File: src/rtl/tracklet_rinv_rescale.sv
// 3-stage signed 18x16 tracklet multiply, round-half-up rescale to rinv, range cut and monitor counters.
// Define RINV_SATURATE_EN to clamp failing results to +/-RINV_MAX instead of wrapping them.
module tracklet_rinv_rescale #(
  parameter int SHIFT    = 20,
  parameter int OUT_W    = 14,
  parameter int RINV_MAX = 3000,
  parameter int TAG_W    = 7
) (
  input  logic             ap_clk,
  input  logic             ap_rst,
  input  logic             in_valid,
  output logic             in_ready,
  input  logic [17:0]      din0,
  input  logic [15:0]      din1,
  input  logic [TAG_W-1:0] in_tag,
  output logic             out_valid,
  input  logic             out_ready,
  output logic [OUT_W-1:0] rinv,
  output logic             rinv_pass,
  output logic [TAG_W-1:0] out_tag,
  input  logic             cnt_clr,
  output logic [15:0]      n_pass,
  output logic [15:0]      n_fail
);

  localparam logic signed [34:0] ROUND_C = 35'sd1 <<< (SHIFT - 1);
  localparam logic signed [34:0] MAX_S   = 35'(RINV_MAX);
  localparam logic signed [34:0] MIN_S   = -MAX_S;

  logic                    en;
  logic                    xfer;
  logic                    v1_q, v2_q, v3_q;
  logic signed [17:0]      a_q;
  logic signed [15:0]      b_q;
  logic [TAG_W-1:0]        tag1_q, tag2_q, tag3_q;
  logic signed [33:0]      prod_d, prod_q;
  logic signed [34:0]      sum_d, r_d;
  logic [OUT_W-1:0]        rinv_d, rinv_q;
  logic                    pass_d, pass_q;
  logic [15:0]             nPass_d, nPass_q, nFail_d, nFail_q;

  // The whole pipe advances or freezes together, so backpressure reaches in_ready in the same cycle.
  assign en       = !v3_q || out_ready;
  assign in_ready = en;
  assign xfer     = v3_q && out_ready;

  assign prod_d = 34'(a_q) * 34'(b_q);

  always_comb begin
    sum_d  = 35'(prod_q) + ROUND_C;
    r_d    = sum_d >>> SHIFT;
    pass_d = (r_d >= MIN_S) && (r_d <= MAX_S);
    rinv_d = r_d[OUT_W-1:0];
`ifdef RINV_SATURATE_EN
    if (r_d > MAX_S) begin
      rinv_d = MAX_S[OUT_W-1:0];
    end else if (r_d < MIN_S) begin
      rinv_d = MIN_S[OUT_W-1:0];
    end
`endif
  end

  always_ff @(posedge ap_clk) begin
    if (ap_rst) begin
      v1_q   <= 1'b0;
      v2_q   <= 1'b0;
      v3_q   <= 1'b0;
      a_q    <= '0;
      b_q    <= '0;
      tag1_q <= '0;
      tag2_q <= '0;
      tag3_q <= '0;
      prod_q <= '0;
      rinv_q <= '0;
      pass_q <= 1'b0;
    end else if (en) begin
      v1_q   <= in_valid;
      a_q    <= din0;
      b_q    <= din1;
      tag1_q <= in_tag;
      v2_q   <= v1_q;
      prod_q <= prod_d;
      tag2_q <= tag1_q;
      v3_q   <= v2_q;
      rinv_q <= rinv_d;
      pass_q <= pass_d;
      tag3_q <= tag2_q;
    end
  end

  // A clear coinciding with a transfer wins; the transfer goes uncounted.
  always_comb begin
    nPass_d = nPass_q;
    nFail_d = nFail_q;
    if (cnt_clr) begin
      nPass_d = '0;
      nFail_d = '0;
    end else if (xfer) begin
      if (pass_q) begin
        if (nPass_q != 16'hFFFF) nPass_d = nPass_q + 16'd1;
      end else begin
        if (nFail_q != 16'hFFFF) nFail_d = nFail_q + 16'd1;
      end
    end
  end

  always_ff @(posedge ap_clk) begin
    if (ap_rst) begin
      nPass_q <= '0;
      nFail_q <= '0;
    end else begin
      nPass_q <= nPass_d;
      nFail_q <= nFail_d;
    end
  end

  assign out_valid = v3_q;
  assign rinv      = rinv_q;
  assign rinv_pass = pass_q;
  assign out_tag   = tag3_q;
  assign n_pass    = nPass_q;
  assign n_fail    = nFail_q;

endmodule

File: config.mk
export PLATFORM = sky130hd
export DESIGN_NAME = tracklet_rinv_rescale
export DESIGN_NICKNAME = d
export VERILOG_FILES = /design/src/rtl/tracklet_rinv_rescale.sv
export SDC_FILE = /design/constraint.sdc
export NUM_CORES = 1
export LEC_CHECK = 0
export ABC_AREA = 1
export CAP_MARGIN = 20
export CORE_ASPECT_RATIO = 1.1
export CORE_MARGIN = 4
export CORE_UTILIZATION = 62
export CTS_CLUSTER_SIZE = 16
export DETAILED_ROUTE_END_ITERATION = 7
export PLACE_DENSITY = 0.83
export SYNTH_ARGS = -nofsm -noshare
export SYNTH_HDL_FRONTEND = slang
export SYNTH_SLANG_ARGS = --single-unit
File: constraint.sdc
create_clock -name ap_clk -period 7.1 [get_ports ap_clk]
set_input_delay 0.71 -clock ap_clk [delete_from_list [all_inputs] [get_ports ap_clk]]
set_output_delay 0.71 -clock ap_clk [all_outputs]
set_load 0.1 [all_outputs]
Word-level counts from Yosys, hierarchy flattened
Index checks and enable logic that the tools add are counted.
{ "totals": {"reg_bits": 139, "inputBits": 46, "output_inout_bits": 56, "elab_cells": 29} }
{ "op_classes": {"addsub": 3, "n_mul": 1, "n_lt_le_gt_ge": 2, "n_eq_ne": 2, "bitwise": 1, "n_reduce_logical": 7} }
{ "ops": {"columns": ["op", "count"], "rows": [
  ["$add 34x21->35 const B", 1],
  ["$mul 18x16->34", 1],
  ["$add 16x1->16 const B", 2],
  ["$ne 16x16->1 const B", 2],
  ["$ge 15x13->1 const B", 1],
  ["$le 15x13->1 const B", 1],
  ["$reduce_and 3->1", 2],
  ["$logic_and 1x1->1", 2],
  ["$reduce_or 2->1", 1],
  ["$logic_not 1->1", 1],
  ["$logic_or 1x1->1", 1],
  ["$not 1->1", 1]
]} }

Logic depth before layout (Yosys ltp)
{ "depth": {"ltp_word": 3, "mapped_depth": 29, "depth_no_buf": 27} }

Least setup slack after synthesis
Ideal clock, no wire load.
{ "synth_timing": {"path_kind": "flip-flop to flip-flop", "start": "reg b_q[5]", "end": "reg prod_q[33]", "setup_time_ns": 0.109, "arrival_time_ns": 5.498, "required_time_ns": 6.991, "setup_slack_ns": 1.493, "stages_incl_launch_ff": 23, "period_less_slack_ns": 5.607, "path_cell_list": "dfxtp_1 clkbuf_1 buf_1 nand2_1 fa_1 inv_1 fa_1 fa_1 fa_1 inv_1 fa_1 fa_1 inv_1 ha_1 inv_1 nor3_1 nand2_1 nor3_1 nand2_1 nand3_1 nand3_1 nand2_1 inv_1"} }
{ "synth_via": {"elab_chain_len": 1} }
{ "synth_lines": {"columns": ["item", "line_no", "source"], "rows": [
  ["from (decl)", "34", "logic signed [15:0] b_q;"],
  ["from (signal assigned)", "79", "b_q <= din1;"],
  ["$mul 18x16->34", "47", "assign prod_d = 34'(a_q) * 34'(b_q);"],
  ["to (signal assigned)", "82", "prod_q <= prod_d;"],
  ["to (decl)", "36", "logic signed [33:0] prod_d, prod_q;"]
]} }
No other way between the ends.
A chain may end at the register's enable or synchronous reset.

Final worst setup path
{ "layout_timing": {"start": "reg b_q[5]", "end": "reg prod_q[26]"} }
The elaborated chain is that of the path after synthesis.

==> reports/results.txt <==
Slew @ Worst Pin = 1058 ps
GR Util met2 = 52.81%
Die Width = 164.9 um
Flop-to-flop setup slack = 750 ps
Synth Flop Type = dfxtp_1
PostCTS Resize Cnt = 0
Netlist cell types = 37
Post-layout nets = 2769
# port buffers = 101
Clock tree buffer depth = 2
Yosys reg bits = 120
Fill count = 2145
Critical Setup Path Class = register to register
Iteration count of the initial detailed-routing pass = 8
Number of synthesized flops with an enable pin = 0
HPWL after DPL = 35080 um
Clock transition at path regs = 70 ps
Leak pwr = 10.24 nW
NetSw = 2.542 mW
First-pass GRT wire length = 74110 um
CP arrival = 6670 ps
Sw frac = 52.54%
Starting density of the core = 63.68%
Final setup violation count = 0
Cell area after layout = 0.01861 sq mm
Most Crowded Layer GR = met2
Final period utilization = 89.42%
Final setup margin = 751.5 ps
Clock skew = 16.24 ps
Avg Synthesized Cell Area = 7.274 sq um
Fmax = 0.1575 GHz
Hold Fails Final Rpt = 0
Ys Warns = 0
Ports = 102
Via/cell ratio = 5.322
GR Util met1 = 38.94%
Internal = 2.296 mW
Placed cell area = 0.01800 sq mm
RSZ-0062 raised after global routing = false
Cts hold-fix bufs = 0
Max Cap Viol = 0
Power per cell area = 260.1 mW/mm^2
Hold WS = 477.5 ps
Clock network power share = 18.2%
Crit-path max FO = 19
Final ANT Viol Nets = 0
Initial antenna violation count = 0
Sequential Power Share = 18.6%
Max_slew headroom = 29.27%
Vias = 14450
DRC Markers = 0
Overall power = 4.838 mW
Syn Inst Count = 2309
Total wire length = 43950 um
Gr ovfl total = 0
DP Cell Count = 2680
Die height = 180.6 um
Power share of the combinational group = 63.2%
Number of global-route vias before repair = 15250
H-tree levels = 4
Met3 usage in global routing = 6.612%
# rows = 62
DIE AREA = 0.02979 sq mm
Area grow syn2layout = 10.77%
Worst setup SP type = register
CTS tree = done
Clk root buf = clkbuf_16
Final Max Tran Viols = 0
Peak VDD IR = 0.3108 mV
Critical Path Sink Type = register
Fin cells = 2714
Outcome = finished clean
Post-CTS Setup Inserts = 0
Largest net degree at the start of global routing = 88
Fraction of final layout cells sized beyond drive strength 1 = 3.219%
Layout Utilization = 70.54%
TritonCTS Sinks = 120
DP Worst Slack = 793.3 ps
Drt wl/cell = 16.19 um
Gp weighted congestion = 0.9348
Seq/Total Area, Yosys = 14.30%
Setup TNS = 0 ps
Commonest non-fill, non-tap cell in the layout = inv_1
Clk_lat worst skew = 430 ps
FFs w/ async S/R, synth = 0%
Synth Cell Area = 0.01680 sq mm
GRT Total Usage = 30.99%
Worst Hold Class = register to register
Core Area = 0.02638 sq mm
TritonCTS Buffers = 17
Most frequent cells in the layout = inv_1, nand2_1, fa_1
Syn_nets = 2730
Min cycle time layout = 6349 ps
DRT iter0 DRCs = 1191
Req. time, crit path = 7420 ps
-- per-layer routing --
layer  wire [um]  vias up  share of wire [%]
met5           0        -                  0
met4        1413        0                3.2
met3        3649      129                8.3
met2       21920      657                 50
met1       16970     6850                 39
li1            -     6809                  -
-- layout make-up --
cell class | count | area, sq um | share of cell area [%]
diodes | 1 | 2.502 | 0.01345
clock buffers | 17 | 425.4 | 2.286
clock inverters | 15 | 173.9 | 0.9348
inverters | 627 | 2355 | 12.66
multi-input cells | 1462 | 11650 | 62.63
flip-flops and latches | 120 | 2402 | 12.91
well taps | 352 | 440.4 | 2.367
repair buffers | 120 | 1154 | 6.200
-- registers in the layout, summed over array words and instances (netlist names), 14 cells and up --
name    flops
a_q        18
b_q        16
n_fail     16
n_pass     16
prod_q     15
rinv       14
-- critical path, stage by stage, from the launching register on --
cell,delay (ps)
dfxtp_1,890
nand2_1,240
fa_1,570
inv_1,70
fa_1,760
fa_1,530
fa_1,540
fa_1,500
inv_1,50
fa_1,480
inv_1,40
ha_1,320
inv_1,90
o21ai_0,130
a21oi_1,280
o21ai_0,160
a21oi_1,220
nand2_1,80
nand2_1,60
nand3_1,60
nand3_1,100
inv_1,50
-- cell usage after synthesis, drive strengths merged (21+ instances only) --
master	number	area, sq um
dfxtp	120	2402
a21oi	63	315.3
o21ai	130	650.6
fa	289	5786
buf	21	98.84
nor3	31	160.1
ha	86	1076
nor2	228	893.4
nand2	487	1841
clkbuf	79	296.5
nand3	70	360.3
inv	623	2339
-- cell families (layout without fill, tap and decap cells) --
family,after synthesis,after routing,synth area share [%]
other cells,0,1,0
xor+xnor,16,16,0.8343
fa+ha+maj,375,375,40.85
compound gates,213,213,6.637
flops,120,120,14.30
buf+inv,727,779,16.37
simple gates,858,858,21.01
-- power by group through the flow --
stage               sequential, mW  combinational, mW  clock (mW)
floorplan                    0.982               2.09           0
global placement             0.905               2.94           0
detailed placement           0.906               3.00           0
CTS                          0.894               3.05       0.892
global route                 0.912               3.48       0.924
finish                       0.898               3.06       0.882
-- final timing paths --
kind                          start                      end  cells after the start
max reg2reg     b_q[5]$_SDFFE_PP0P_  prod_q[26]$_SDFFE_PP0P_                     21
min          tag2_q[6]$_SDFFE_PP0P_   tag2_q[6]$_SDFFE_PP0P_                      2
min reg2reg  tag2_q[6]$_SDFFE_PP0P_   tag2_q[6]$_SDFFE_PP0P_                      2
max             b_q[5]$_SDFFE_PP0P_  prod_q[26]$_SDFFE_PP0P_                     21
(Power assumes the default switching activity.)
